==> src/rtl/serial_magnitude_comparator_if.sv <==
// Handshake and result bundle for the bit-serial magnitude comparator.
// The master modport drives the request; the slave modport is the comparator side.
interface serial_magnitude_comparator_if #(
  parameter int unsigned WIDTH = 8
);
  logic             start;
  logic [WIDTH-1:0] a;
  logic [WIDTH-1:0] b;
  logic             busy;
  logic             done;
  logic             a_gt_b;
  logic             a_lt_b;
  logic             a_eq_b;
  logic             ser_a;
  logic             ser_b;
  logic             ser_valid;

  modport master (
    output start, a, b,
    input  busy, done, a_gt_b, a_lt_b, a_eq_b, ser_a, ser_b, ser_valid
  );

  modport slave (
    input  start, a, b,
    output busy, done, a_gt_b, a_lt_b, a_eq_b, ser_a, ser_b, ser_valid
  );
endinterface

==> src/rtl/serial_magnitude_comparator.sv <==
// Bit-serial MSB-first magnitude comparator: walks two captured operands one bit
// per clock and stops at the first differing bit, reporting gt/lt/eq with a done pulse.
module serial_magnitude_comparator #(
  parameter int unsigned WIDTH = 8
) (
  input logic                         clk,
  input logic                         rst,
  serial_magnitude_comparator_if.slave bus
);

  localparam int unsigned CntW = (WIDTH > 1) ? $clog2(WIDTH) : 1;

  localparam logic [1:0] StIdle  = 2'd0;
  localparam logic [1:0] StShift = 2'd1;
  localparam logic [1:0] StDone  = 2'd2;

  logic [1:0]       state_q, state_d;
  logic [WIDTH-1:0] sh_a_q, sh_a_d;
  logic [WIDTH-1:0] sh_b_q, sh_b_d;
  logic [CntW-1:0]  cnt_q, cnt_d;
  logic             gt_q, gt_d;
  logic             lt_q, lt_d;
  logic             eq_q, eq_d;

  logic msb_a, msb_b;
  assign msb_a = sh_a_q[WIDTH-1];
  assign msb_b = sh_b_q[WIDTH-1];

  always_comb begin
    state_d = state_q;
    sh_a_d  = sh_a_q;
    sh_b_d  = sh_b_q;
    cnt_d   = cnt_q;
    gt_d    = gt_q;
    lt_d    = lt_q;
    eq_d    = eq_q;
    case (state_q)
      StIdle, StDone: begin
        if (bus.start) begin
          sh_a_d  = bus.a;
          sh_b_d  = bus.b;
          cnt_d   = CntW'(WIDTH - 1);
          gt_d    = 1'b0;
          lt_d    = 1'b0;
          eq_d    = 1'b0;
          state_d = StShift;
        end else begin
          state_d = StIdle;
        end
      end
      StShift: begin
        if (msb_a != msb_b) begin
          gt_d    = msb_a;
          lt_d    = msb_b;
          state_d = StDone;
        end else if (cnt_q == '0) begin
          eq_d    = 1'b1;
          state_d = StDone;
        end else begin
          // Zero fill keeps the exposed ser_* stream deterministic past the operand.
          sh_a_d = sh_a_q << 1;
          sh_b_d = sh_b_q << 1;
          cnt_d  = cnt_q - 1'b1;
        end
      end
      default: state_d = StIdle;
    endcase
  end

  always_ff @(posedge clk) begin
    if (rst) begin
      state_q <= StIdle;
      sh_a_q  <= '0;
      sh_b_q  <= '0;
      cnt_q   <= '0;
      gt_q    <= 1'b0;
      lt_q    <= 1'b0;
      eq_q    <= 1'b0;
    end else begin
      state_q <= state_d;
      sh_a_q  <= sh_a_d;
      sh_b_q  <= sh_b_d;
      cnt_q   <= cnt_d;
      gt_q    <= gt_d;
      lt_q    <= lt_d;
      eq_q    <= eq_d;
    end
  end

  logic busy;
  assign busy = (state_q == StShift);

  assign bus.busy      = busy;
  assign bus.done      = (state_q == StDone);
  assign bus.a_gt_b    = gt_q;
  assign bus.a_lt_b    = lt_q;
  assign bus.a_eq_b    = eq_q;
  assign bus.ser_a     = busy & msb_a;
  assign bus.ser_b     = busy & msb_b;
  assign bus.ser_valid = busy;

endmodule
==> src/flat_wrapper.sv <==
// flat-port wrapper written by rule: the top's interface ports become plain ports
module serial_magnitude_comparator_flat 
#(
  parameter int unsigned WIDTH = 8
)
  (clk, rst, bus_start, bus_a, bus_b, bus_busy, bus_done, bus_a_gt_b, bus_a_lt_b, bus_a_eq_b, bus_ser_a, bus_ser_b, bus_ser_valid);
  serial_magnitude_comparator_if #(.WIDTH(WIDTH)) bus_i ();
  input logic clk;
  input logic rst;
  input wire logic [$bits(bus_i.start)-1:0] bus_start;
  input wire logic [$bits(bus_i.a)-1:0] bus_a;
  input wire logic [$bits(bus_i.b)-1:0] bus_b;
  output wire logic [$bits(bus_i.busy)-1:0] bus_busy;
  output wire logic [$bits(bus_i.done)-1:0] bus_done;
  output wire logic [$bits(bus_i.a_gt_b)-1:0] bus_a_gt_b;
  output wire logic [$bits(bus_i.a_lt_b)-1:0] bus_a_lt_b;
  output wire logic [$bits(bus_i.a_eq_b)-1:0] bus_a_eq_b;
  output wire logic [$bits(bus_i.ser_a)-1:0] bus_ser_a;
  output wire logic [$bits(bus_i.ser_b)-1:0] bus_ser_b;
  output wire logic [$bits(bus_i.ser_valid)-1:0] bus_ser_valid;
  assign bus_i.start = bus_start;
  assign bus_i.a = bus_a;
  assign bus_i.b = bus_b;
  assign bus_busy = bus_i.busy;
  assign bus_done = bus_i.done;
  assign bus_a_gt_b = bus_i.a_gt_b;
  assign bus_a_lt_b = bus_i.a_lt_b;
  assign bus_a_eq_b = bus_i.a_eq_b;
  assign bus_ser_a = bus_i.ser_a;
  assign bus_ser_b = bus_i.ser_b;
  assign bus_ser_valid = bus_i.ser_valid;
  serial_magnitude_comparator #(.WIDTH(WIDTH)) u_core (.clk(clk), .rst(rst), .bus(bus_i));
endmodule
==> config.mk <==
export PLATFORM = sky130hd
export DESIGN_NAME = serial_magnitude_comparator_flat
export DESIGN_NICKNAME = d
export VERILOG_FILES = /design/src/rtl/serial_magnitude_comparator_if.sv /design/src/rtl/serial_magnitude_comparator.sv /design/src/flat_wrapper.sv
export SDC_FILE = /design/constraint.sdc
export NUM_CORES = 1
export LEC_CHECK = 0
export BUFFER_PORTS_ARGS = -buffer_cell sky130_fd_sc_hd__buf_4
export CAP_MARGIN = 20
export CORE_ASPECT_RATIO = 0.8
export CORE_UTILIZATION = 45
export DETAILED_ROUTE_END_ITERATION = 8
export PLACE_DENSITY = 0.68
export RECOVER_POWER = 25
export SLEW_MARGIN = 30
export SYNTH_ARGS = -nofsm -noshare
export SYNTH_HDL_FRONTEND = slang
export SYNTH_SLANG_ARGS = --single-unit
==> constraint.sdc <==
create_clock -name clk -period 3.4 [get_ports clk]
set_input_delay 0 -clock clk [delete_from_list [all_inputs] [get_ports clk]]
set_output_delay 0 -clock clk [all_outputs]
set_load 0.02 [all_outputs]
* Word-level counts from Yosys, hierarchy flattened
Index checks and enable logic that the tools add are counted.
Storage, ports and cells: register bits 24, logic and storage cells 50
Operators by class: add/sub/neg operators 1, muxes and demuxes 24, equality and inequality tests 9, reduce and logical (&&, ||, !) cells 7, bitwise operators 2
Operators by type and width (number):
- 8-bit two-way mux | 6
- 8-bit case mux with 2 select lines | 2
- 2-bit != test (second input constant) | 5
- 3-bit two-way mux | 3
- 4-bit AND reduction | 2
- 1-bit two-way mux | 6
- 1-bit case mux with 2 select lines | 3
- 3-bit case mux with 2 select lines | 1
- 2-bit two-way mux | 2
- 2-bit case mux with 2 select lines | 1
- 3-bit logical NOT | 1
- 3-bit != test (second input constant) | 1
- 3-bit AND reduction | 1
- 3-bit by 1-bit subtractor with 3-bit output (second input constant) | 1
- 1-bit AND | 2
- 2-bit by 1-bit equality test with 1-bit output (second input constant) | 1
- 2-bit equality test (second input constant) | 1
- 2-bit logical NOT | 1
- 2-bit nonzero test | 1
- 2-bit OR reduction | 1
- 1-bit != test | 1

* Depth between registers and ports, before layout
Gate-level depths: netlist of the first run.
word-level depth 4, depth in mapped cells 7, gate-level depth less buffers 6

* Worst setup path before layout of the first run
OpenSTA, ideal clock, no wires.
path kind register to register, start point register u_core.cnt_q[0], end point register u_core.cnt_q[2], path slack 1.921 ns, path buffers 0, clock period less this slack 1.479 ns, stages on the path, launching flop included 7, arrival time 1.356 ns, cells stage by stage dfxtp_1 -> inv_1 -> ha_1 -> nor2b_1 -> nor3_2 -> and4_4 -> nor3_2
On the way: cells in the longest elaborated chain, start to end 4
RTL lines:
- from (decl) | RTL line serial_magnitude_comparator.sv:20 | logic [CntW-1:0] cnt_q, cnt_d;
- from (signal assigned) | RTL line serial_magnitude_comparator.sv:83 | cnt_q <= cnt_d;
- 3-bit by 1-bit subtractor with 3-bit output | RTL line serial_magnitude_comparator.sv:63 | cnt_d = cnt_q - 1'b1;
- 3-bit two-way mux | RTL line serial_magnitude_comparator.sv:56 | end else if (cnt_q == '0) begin
- 3-bit two-way mux | RTL line serial_magnitude_comparator.sv:52 | if (msb_a != msb_b) begin
- 3-bit case mux with 2 select lines | RTL line serial_magnitude_comparator.sv:37 | case (state_q)
Parallel ways exist; a longest one is shown, timed or not. The select of a mux whose other input is x is not followed. A chain may end at the register's enable or synchronous reset.

* Final worst setup path of the first run
start point register u_core.state_q[0], end point register u_core.cnt_q[2]
On the way: cells in the longest elaborated chain, start to end 4
RTL lines:
- from (decl) | RTL line serial_magnitude_comparator.sv:17 | logic [1:0] state_q, state_d;
- from (signal assigned) | RTL line serial_magnitude_comparator.sv:72 | state_q <= StIdle;
- from (signal assigned) | RTL line serial_magnitude_comparator.sv:80 | state_q <= state_d;
- 2-bit equality test / 2-bit logical NOT (equally long branches) | RTL line serial_magnitude_comparator.sv:37
- 2-bit OR reduction | RTL line serial_magnitude_comparator.sv:37
- 2-bit != test (no source line) / 2-bit nonzero test (equally long branches)
- 4-bit AND reduction (no source line)
Parallel ways exist; a longest one is shown, timed or not.

==> flow_metrics.py, run 1 <==
metrics = {
    "finish": {
        "final_common_cell": "dfxtp_1",
        "postLayoutCoreUtil": 0.573,
        "syn2layout_area_growth_pct": 18.5,
        "nNetsFinal": 163,
        "fillers": 253,
        "seq_area_sq_um": 480,
        "multi_input_area_sq_um": 633,
        "final_cell_mix": "24 x dfxtp_1, 23 x buf_4, 19 x nor2_1, 15 x a211oi_2, 14 x mux2i_1",
        "final_cells": 177,
        "layout-drive-gt1-share": 0.319,
        "diodes": 0,
    },
    "floorplanning": {
        "num_io_pins": 27,
        "core_area_sq_um": 2480,
        "rows": 16,
        "dieArea_sq_um": 2880,
        "start_util": 0.483,
        "die_w_um": 59.7,
        "die_y_um": 48.2,
    },
    "yosys": {
        "synth_seq_area_share": 0.400,
        "yosys_warnings": 0,
        "synth_xor_area_frac": 0.00730,
        "syn_area_sq_um": 1200,
        "synth.distinct_cells": 26,
        "synthSimpleGateAreaFrac": 0.150,
        "synth_fa_ha_area_frac": 0.0209,
        "synth_compound_area_frac": 0.239,
        "synth_cells": 116,
        "synth_top_family_by_area": "compound AO/OA/AOI/OAI gates",
        "syn_nets": 137,
        "ys_seq_elements": 24,
        "synth.mux.area_fraction": 0.117,
        "postSynthAreaPerCell_sq_um": 10.3,
    },
    "sta": {
        "clock.fmax_ghz": 0.412,
        "setup-tns-final_ps": 0,
        "finalSetupViolCount": 0,
        "maxSlewViolCount": 0,
        "hold_viol": 0,
        "period_share": 0.714,
        "slew-limit-headroom": 0.210,
        "clock_skew_ps": 12.3,
        "rsz0062_at_grt": "no",
        "worstMarginPinSlew_ps": 1180,
        "period_minus_slack_ps": 2430,
    },
    "global_routing": {
        "grt_usage": 0.160,
        "grt_overflow": 0,
        "grt_pass1_wl_mm": 3.26,
        "grt_pass1_vias": 726,
        "antenna_found_initial": 0,
        "grt_max_degree": 30,
    },
    "setup_path": {
        "critPathKind": "register to register",
        "cp_max_fo": 21,
        "crit_arrival_ps": 2650,
        "endpoint_kind": "register",
        "path_cells": "nand2b_1 > nor3_1 > and4_4 > nor3_2",
        "r2r_setup_slack_ps": 970,
        "cp-start-kind": "register",
        "critical-path-max-stage-delay_ps": 930,
        "cp_slowest_cell": "nor3_1",
        "worst_ep_required_time_ps": 3620,
    },
    "placed_design": {
        "gp_congestion": 0.694,
        "dp_cells": 171,
        "dp_hpwl_mm": 1.57,
        "io_buffers": 26,
    },
    "power_and_ir_drop": {
        "swShare": 0.307,
        "peakVddDrop_mv": 0.310,
        "internal-power_mw": 0.454,
        "power_frac_clock": 0.231,
        "p_leak_nw": 0.640,
        "p_comb_frac": 0.265,
        "p_switching_mw": 0.201,
        "p_per_area_nw_per_um2": 461,
        "pwr-share-seq": 0.505,
    },
    "clock_tree": {
        "clk_path_buf_depth": 2,
        "cts_sinks": 24,
        "cts_resized": 0,
        "root_buffer": "clkbuf_4",
        "postCtsSetupRepairBufs": 0,
        "hold_buffers": 2,
        "numCtsBuffers": 3,
        "worstSkewPairLatency_ps": 320,
        "h-tree-depth": 1,
        "cts.clk_slew.worst_paths_ps": 130,
        "tritoncts": "done",
    },
    "route": {
        "firstDrtPassIters": 4,
        "num_vias": 891,
        "ant_nets": 0,
        "avgViaCountPerCell": 5.03,
        "wirelength_mm": 2.22,
        "drt_iter0_drc": 24,
        "wl_per_cell_um": 12.5,
        "drc": 0,
    },
    "flow_run": {
        "max_cap_violations": 0,
    },
    "status": {
        "status": "complete, no violations",
    },
    "hold_path": {
        "hp-class": "primary input to register",
    },
}
-- flip-flops by register name (all words and copies together) (netlist names) --
register / flops
u_core.bus.a_eq_b: 1
u_core.bus.a_gt_b: 1
u_core.bus.a_lt_b: 1
u_core.cnt_q: 3
u_core.sh_a_q: 8
u_core.sh_b_q: 8
u_core.state_q: 2
-- area by class of cell --
class	count	share of cell area
clock buffer	4	0.0255
inverter	5	0.0132
multi-input combinational	79	0.445
sequential	24	0.338
tap	36	0.0317
timing repair buffer	29	0.146
-- worst max-delay path: cells and delay by family (launching register included) --
family	cells	cell delay, ps
AND/OR/NAND/NOR	4	1920
flip-flops	1	400
-- cells in the mapped netlist --
cell	n	share of area
mux2i_1	14	0.12
and2_1	1	0.0052
nor2_1	19	0.059
nor3_2	2	0.017
or2b_1	1	0.0063
inv_1	5	0.016
o211ai_1	1	0.0063
clkbuf_1	2	0.0063
nand2b_2	1	0.0073
a311oi_1	2	0.015
dfxtp_1	24	0.40
a21o_1	1	0.0063
o2bb2ai_1	1	0.0073
buf_6	2	0.019
ha_1	2	0.021
a21oi_1	2	0.0083
buf_4	4	0.025
nor3_1	3	0.013
and4_4	1	0.0094
o31ai_4	1	0.018
xor2_1	1	0.0073
a32oi_1	1	0.0073
nor2b_1	4	0.021
a211oi_2	15	0.16
nand2_1	4	0.013
a2bb2oi_1	2	0.015
-- routing by layer --
metal  GRT usage  vias up  share of wire
met4      0.0558        0          0.014
met2       0.251       20           0.44
met5           0        -              0
met3      0.0557        4          0.049
li1            -      461              -
met1       0.209      406           0.50
-- per-stage QoR --
stage	total power, mW	worst slack [ps]	cell area, sq um	hold slack (ps)
2_1_floorplan	0.474	1920	1200	69.7
3_5_place_dp	0.511	1510	1390	251
6_report	0.655	973	1420	46.8
3_3_place_gp	0.505	1580	1390	233
5_1_grt	0.695	706	1420	47.0
4_1_cts	0.664	1470	1440	49.7
-- path summary, 6_finish.rpt --
check               startpoint          endpoint  depth (start not counted)
min reg2reg    u_core.cnt_q[0]   u_core.cnt_q[0]                          1
max          u_core.state_q[0]   u_core.cnt_q[2]                          4
min                        rst  u_core.sh_a_q[0]                          2
max reg2reg  u_core.state_q[0]   u_core.cnt_q[2]                          4
-- kinds of logic after synthesis --
| kind of cell | count (synthesis) |
|---|---|
| xor+xnor | 1 |
| mux | 14 |
| flops | 24 |
| buf+inv | 13 |
| compound gates | 26 |
| fa+ha+maj | 2 |
| simple gates | 36 |
-- power by group through the flow --
stage | Clock (mW) | Sequential, mW | Combinational, mW
finish | 0.151 | 0.331 | 0.173
global route | 0.172 | 0.334 | 0.189
CTS | 0.156 | 0.331 | 0.177
detailed placement | 0 | 0.337 | 0.174
global placement | 0 | 0.336 | 0.169
floorplan | 0 | 0.334 | 0.141
(Power assumes the default switching activity.)
==> inputs of run 2 (changes only) <==
clock period = 2.4 ns   (was 3.4 ns; I/O delays follow)
==> run 2 against run 1 <==
  * Combinational power grew 40%
  * Flip-flop and latch count did not move
  * Critical path depth is 3 higher
  * Design area grew 0.35%
  * Via count grew 0.90%
  * Clock skew is 10 ps lower
  * Wire length fell by 3.7%
  * Highest routed layer unchanged
==> flow_metrics.py, run 2 (synthesis gave the netlist of run 1 again) <==
metrics = {
    "setup_path": {
        "path_cells": "inv_1 > ha_1 > nor2b_1 > o31ai_4 > buf_4 > nor2_1 > a211oi_2",
        "r2r_setup_slack_ps": 650,
        "critPathKind": "register to register",
        "cp_slowest_cell": "dfxtp_1",
        "worst_ep_required_time_ps": 2640,
        "cp_max_fo": 29,
        "cp-start-kind": "register",
        "endpoint_kind": "register",
        "crit_arrival_ps": 1990,
        "critical-path-max-stage-delay_ps": 380,
        "reg2reg_from": "u_core.cnt_q[0]",
        "r2r_cells": 7,
        "r2r_end": "u_core.sh_a_q[2]",
    },
    "hold_path": {
        "min_path_cells": 2,
        "hp-class": "primary input to register",
        "min_from": "rst",
        "min_to": "u_core.sh_b_q[0]",
    },
    "sta": {
        "hold_viol": 0,
        "clock_skew_ps": 1.83,
        "clock.fmax_ghz": 0.571,
        "setup_ws_ps": 648,
        "period_share": 0.730,
        "period_minus_slack_ps": 1750,
        "finalSetupViolCount": 0,
        "worstMarginPinSlew_ps": 470,
        "maxSlewViolCount": 0,
        "setup-tns-final_ps": 0,
        "rsz0062_at_grt": "no",
        "hold-worst-slack_ps": 62.4,
        "slew-limit-headroom": 0.685,
    },
    "floorplanning": {
        "start_util": 0.483,
        "die_w_um": 59.7,
        "core_area_sq_um": 2480,
        "num_io_pins": 27,
        "die_y_um": 48.2,
        "rows": 16,
        "dieArea_sq_um": 2880,
    },
    "finish": {
        "design_area_sq_um": 1430,
        "final_cells": 178,
        "diodes": 0,
        "nNetsFinal": 164,
        "final_common_cell": "dfxtp_1",
        "fillers": 259,
        "layout-drive-gt1-share": 0.317,
        "postLayoutCoreUtil": 0.575,
        "final_cell_mix": "24 x dfxtp_1, 22 x buf_4, 19 x nor2_1, 15 x a211oi_2, 14 x mux2i_1",
        "reg_top3": "u_core.sh_a_q: 8 flops, u_core.sh_b_q: 8 flops, u_core.cnt_q: 3 flops",
        "syn2layout_area_growth_pct": 18.9,
    },
    "clock_tree": {
        "cts_sinks": 24,
        "cts.clk_slew.worst_paths_ps": 130,
        "worstSkewPairLatency_ps": 310,
        "tritoncts": "done",
        "h-tree-depth": 1,
        "root_buffer": "clkbuf_4",
        "numCtsBuffers": 3,
        "postCtsSetupRepairBufs": 0,
        "clk_path_buf_depth": 2,
    },
    "global_routing": {
        "grt_overflow": 0,
        "antenna_found_initial": 0,
        "grt_pass1_vias": 768,
        "grt_pass1_wl_mm": 3.49,
        "grt_usage": 0.167,
        "grt_max_degree": 30,
    },
    "power_and_ir_drop": {
        "p_per_area_nw_per_um2": 644,
        "power_mw": 0.919,
        "p_leak_nw": 0.637,
        "peakVddDrop_mv": 0.437,
    },
    "route": {
        "wirelength_mm": 2.14,
        "drt_iter0_drc": 36,
        "avgViaCountPerCell": 5.05,
        "num_vias": 899,
        "firstDrtPassIters": 4,
        "wl_per_cell_um": 12.0,
        "ant_nets": 0,
        "drc": 0,
    },
    "placed_design": {
        "gp_congestion": 0.718,
        "dpl_cell_area_sq_um": 1400,
        "dp_cells": 172,
        "pre_cts_slack_ps": 655,
        "dp_hpwl_mm": 1.51,
        "io_buffers": 26,
    },
    "status": {
        "status": "complete, no violations",
    },
    "flow_run": {
        "max_cap_violations": 0,
    },
}
run 2: cell count changes in the layout (fill, tap and decap cells not counted), sizes merged:
cell,previous run,this run
buf,23,22
clkbuf,8,10
run 2: how the worst max path moves through the flow:
stage	start	to	slack, ps	cells past startpoint
CTS	u_core.cnt_q[0]	u_core.sh_b_q[2]	630	7
global route	u_core.cnt_q[0]	u_core.sh_b_q[5]	500	7
detailed placement	u_core.cnt_q[0]	u_core.sh_b_q[2]	660	7
floorplan	u_core.cnt_q[0]	u_core.cnt_q[2]	920	6
finish	u_core.cnt_q[0]	u_core.sh_a_q[2]	650	7
global placement	u_core.cnt_q[0]	u_core.sh_b_q[6]	730	7
run 2: report_power, final:
| group | total (mW) | internal (mW) | switching (mW) |
|---|---|---|---|
| Combinational | 0.243 | 0.107 | 0.135 |
| Sequential | 0.468 | 0.441 | 0.0270 |
| Clock | 0.208 | 0.0926 | 0.116 |
run 2: area by class of cell:
| type | count | area [sq um] | area share |
|---|---|---|---|
| multi-input combinational | 79 | 638 | 0.447 |
| sequential | 24 | 480 | 0.337 |
| timing repair buffer | 30 | 208 | 0.146 |
| tap | 36 | 45.0 | 0.0316 |
| clock buffer | 4 | 36.3 | 0.0254 |
| inverter | 5 | 18.8 | 0.0132 |
run 2: metal layers:
layer  wire (um)  track usage  up-vias
li1            -            -      466
met1        1030        0.219      414
met2         990        0.273       17
met3         100       0.0610        2
met4          15       0.0279        0
met5           0            0        -
run 2: worst max-delay path: cells and delay by family, from the launching register on:
kind,cells,cell delay [ps]
simple gates,2,270
buf+inv,2,430
compound gates,2,390
flops,1,380
fa+ha+maj,1,200
run 2: what timing repair did:
item | in CTS | in global routing
hold endpoints to repair | 2 | 0
gates resized for setup | 0 | 0
hold buffers | 2 | 0
==> inputs of run 3 (changes only) <==
PLACE_DENSITY = 0.71   (was 0.68)
clock period = 1.6 ns   (was 2.4 ns; I/O delays follow)
==> run 3 against run 2 <==
  * Wire length is 23% higher
  * Via count grew 9.0%
  * Register-to-register slack worse by 640 ps
  * Die area did not move
  * Flip-flop and latch count unchanged
  * Critical path depth unchanged
==> flow_metrics.py, run 3 (synthesis gave the netlist of run 1 again) <==
metrics = {
    "route": {
        "drt_iter0_drc": 62,
        "wirelength_mm": 2.62,
        "ant_nets": 0,
        "wl_per_cell_um": 13.7,
        "num_vias": 980,
        "avgViaCountPerCell": 5.13,
        "drc": 0,
        "firstDrtPassIters": 4,
    },
    "setup_path": {
        "crit_arrival_ps": 1780,
        "crit_family": "compound AO/OA/AOI/OAI gates",
        "cp_max_fo": 7,
        "cp_slowest_cell": "o31ai_4",
        "cp-start-kind": "register",
        "endpoint_kind": "register",
        "worst_ep_required_time_ps": 1800,
        "critical-path-max-stage-delay_ps": 400,
        "path_cells": "inv_2 > ha_4 > nor2b_4 > o31ai_4 > buf_6 > clkbuf_16 > a211oi_2",
        "critPathKind": "register to register",
        "path_buf_inv": 3,
    },
    "clock_tree": {
        "cts.clk_slew.worst_paths_ps": 130,
        "numCtsBuffers": 3,
        "worstSkewPairLatency_ps": 310,
        "tritoncts": "done",
        "clk_path_buf_depth": 2,
        "root_buffer": "clkbuf_4",
        "h-tree-depth": 1,
        "cts_sinks": 24,
    },
    "sta": {
        "rsz0062_at_grt": "yes",
        "hold_viol": 0,
        "clock.fmax_ghz": 0.630,
        "period_share": 0.992,
        "period_minus_slack_ps": 1590,
        "clock_skew_ps": 5.86,
        "maxSlewViolCount": 0,
        "worstMarginPinSlew_ps": 471,
        "hold-worst-slack_ps": 59.1,
        "setup-tns-final_ps": 0,
        "finalSetupViolCount": 0,
        "slew-limit-headroom": 0.685,
    },
    "hold_path": {
        "hp-class": "primary input to register",
    },
    "global_routing": {
        "grt_overflow": 0,
        "grt_max_degree": 30,
        "grt_pass1_wl_mm": 3.67,
        "grt_usage": 0.174,
        "antenna_found_initial": 0,
        "grt_pass1_vias": 862,
    },
    "floorplanning": {
        "core_area_sq_um": 2480,
        "start_util": 0.483,
        "die_y_um": 48.2,
        "rows": 16,
        "num_io_pins": 27,
        "die_w_um": 59.7,
        "dieArea_sq_um": 2880,
    },
    "finish": {
        "reg_top3": "u_core.sh_a_q: 8 flops, u_core.sh_b_q: 8 flops, u_core.cnt_q: 3 flops",
        "final_cell_mix": "31 x buf_4, 22 x dfxtp_1, 19 x nor2_1, 15 x a211oi_2, 14 x mux2i_1",
        "final_common_cell": "buf_4",
        "syn2layout_area_growth_pct": 35.6,
        "diodes": 0,
        "final_cells": 191,
        "layout-drive-gt1-share": 0.445,
        "nNetsFinal": 177,
    },
    "placed_design": {
        "gp_congestion": 0.751,
        "dp_cells": 177,
        "io_buffers": 26,
        "dp_hpwl_mm": 1.70,
    },
    "power_and_ir_drop": {
        "p_per_area_nw_per_um2": 940,
        "peakVddDrop_mv": 0.541,
        "p_leak_nw": 0.737,
    },
    "status": {
        "status": "complete, no violations",
    },
    "flow_run": {
        "max_cap_violations": 0,
    },
}
run 3: cell count changes in the layout (fill, tap and decap cells not counted), sizes merged:
cell / before / now
buf: 22 / 35
run 3: what timing repair did:
| action | in CTS | in global routing |
|---|---|---|
| buffers inserted | 0 | 5 |
| pin swaps | 0 | 14 |
| resized for setup | 1 | 12 |
| endpoints found under the hold margin | 2 | 0 |
| hold buffers | 2 | 0 |
| setup endpoints to repair | 1 | 20 |
| gates cloned | 0 | 3 |
run 3: worst paths after layout:
check | startpoint | to | slack, ps | cells after the start
setup / recovery | u_core.cnt_q[1] | u_core.sh_a_q[5] | 10 | 7
hold / removal | bus_a[3] | u_core.sh_a_q[3] | 60 | 3
setup reg to reg | u_core.cnt_q[1] | u_core.sh_a_q[5] | 10 | 7
hold reg to reg | u_core.bus.a_lt_b | u_core.bus.a_lt_b | 530 | 2
run 3: metrics by stage:
step / cell area, sq um / util / total power [mW] / worst slack [ps]
final: 1630 / 0.655 / 1.53 / 13.3
after global routing: 1630 / 0.655 / 1.61 / -45.4
after CTS: 1500 / 0.605 / 1.45 / 3.83
after detailed placement: 1450 / 0.582 / 1.13 / 25.9
after global placement: 1450 / 0.582 / 1.11 / 83.5
after floorplan: 1200 / - / 1.01 / 121
run 3: final cells by class:
cell class,instances,area [sq um]
tap,36,45.0
inverter,5,18.8
multi-input combinational,79,668
sequential,24,483
fill,226,856
timing repair buffer,43,375
clock buffer,4,36.3
run 3: worst reg2reg max path, stage by stage, from the launching register on:
cell       delay [ps]
dfxtp_2           350
inv_2              50
ha_4              150
nor2b_4           130
o31ai_4           400
buf_6             180
clkbuf_16         150
a211oi_2           60
run 3: where the power goes:
group,internal (mW),switching [mW],leakage [nW]
clock network,0.139,0.176,0.0210
registers,0.663,0.0450,0.199
logic,0.261,0.245,0.517
run 3: per-layer routing:
metal,vias to the layer above,part of all wire,track usage
met5,-,0,0
met3,2,0.053,0.0477
met4,0,0.0057,0.0419
met1,459,0.48,0.221
li1,494,-,-
met2,25,0.47,0.300
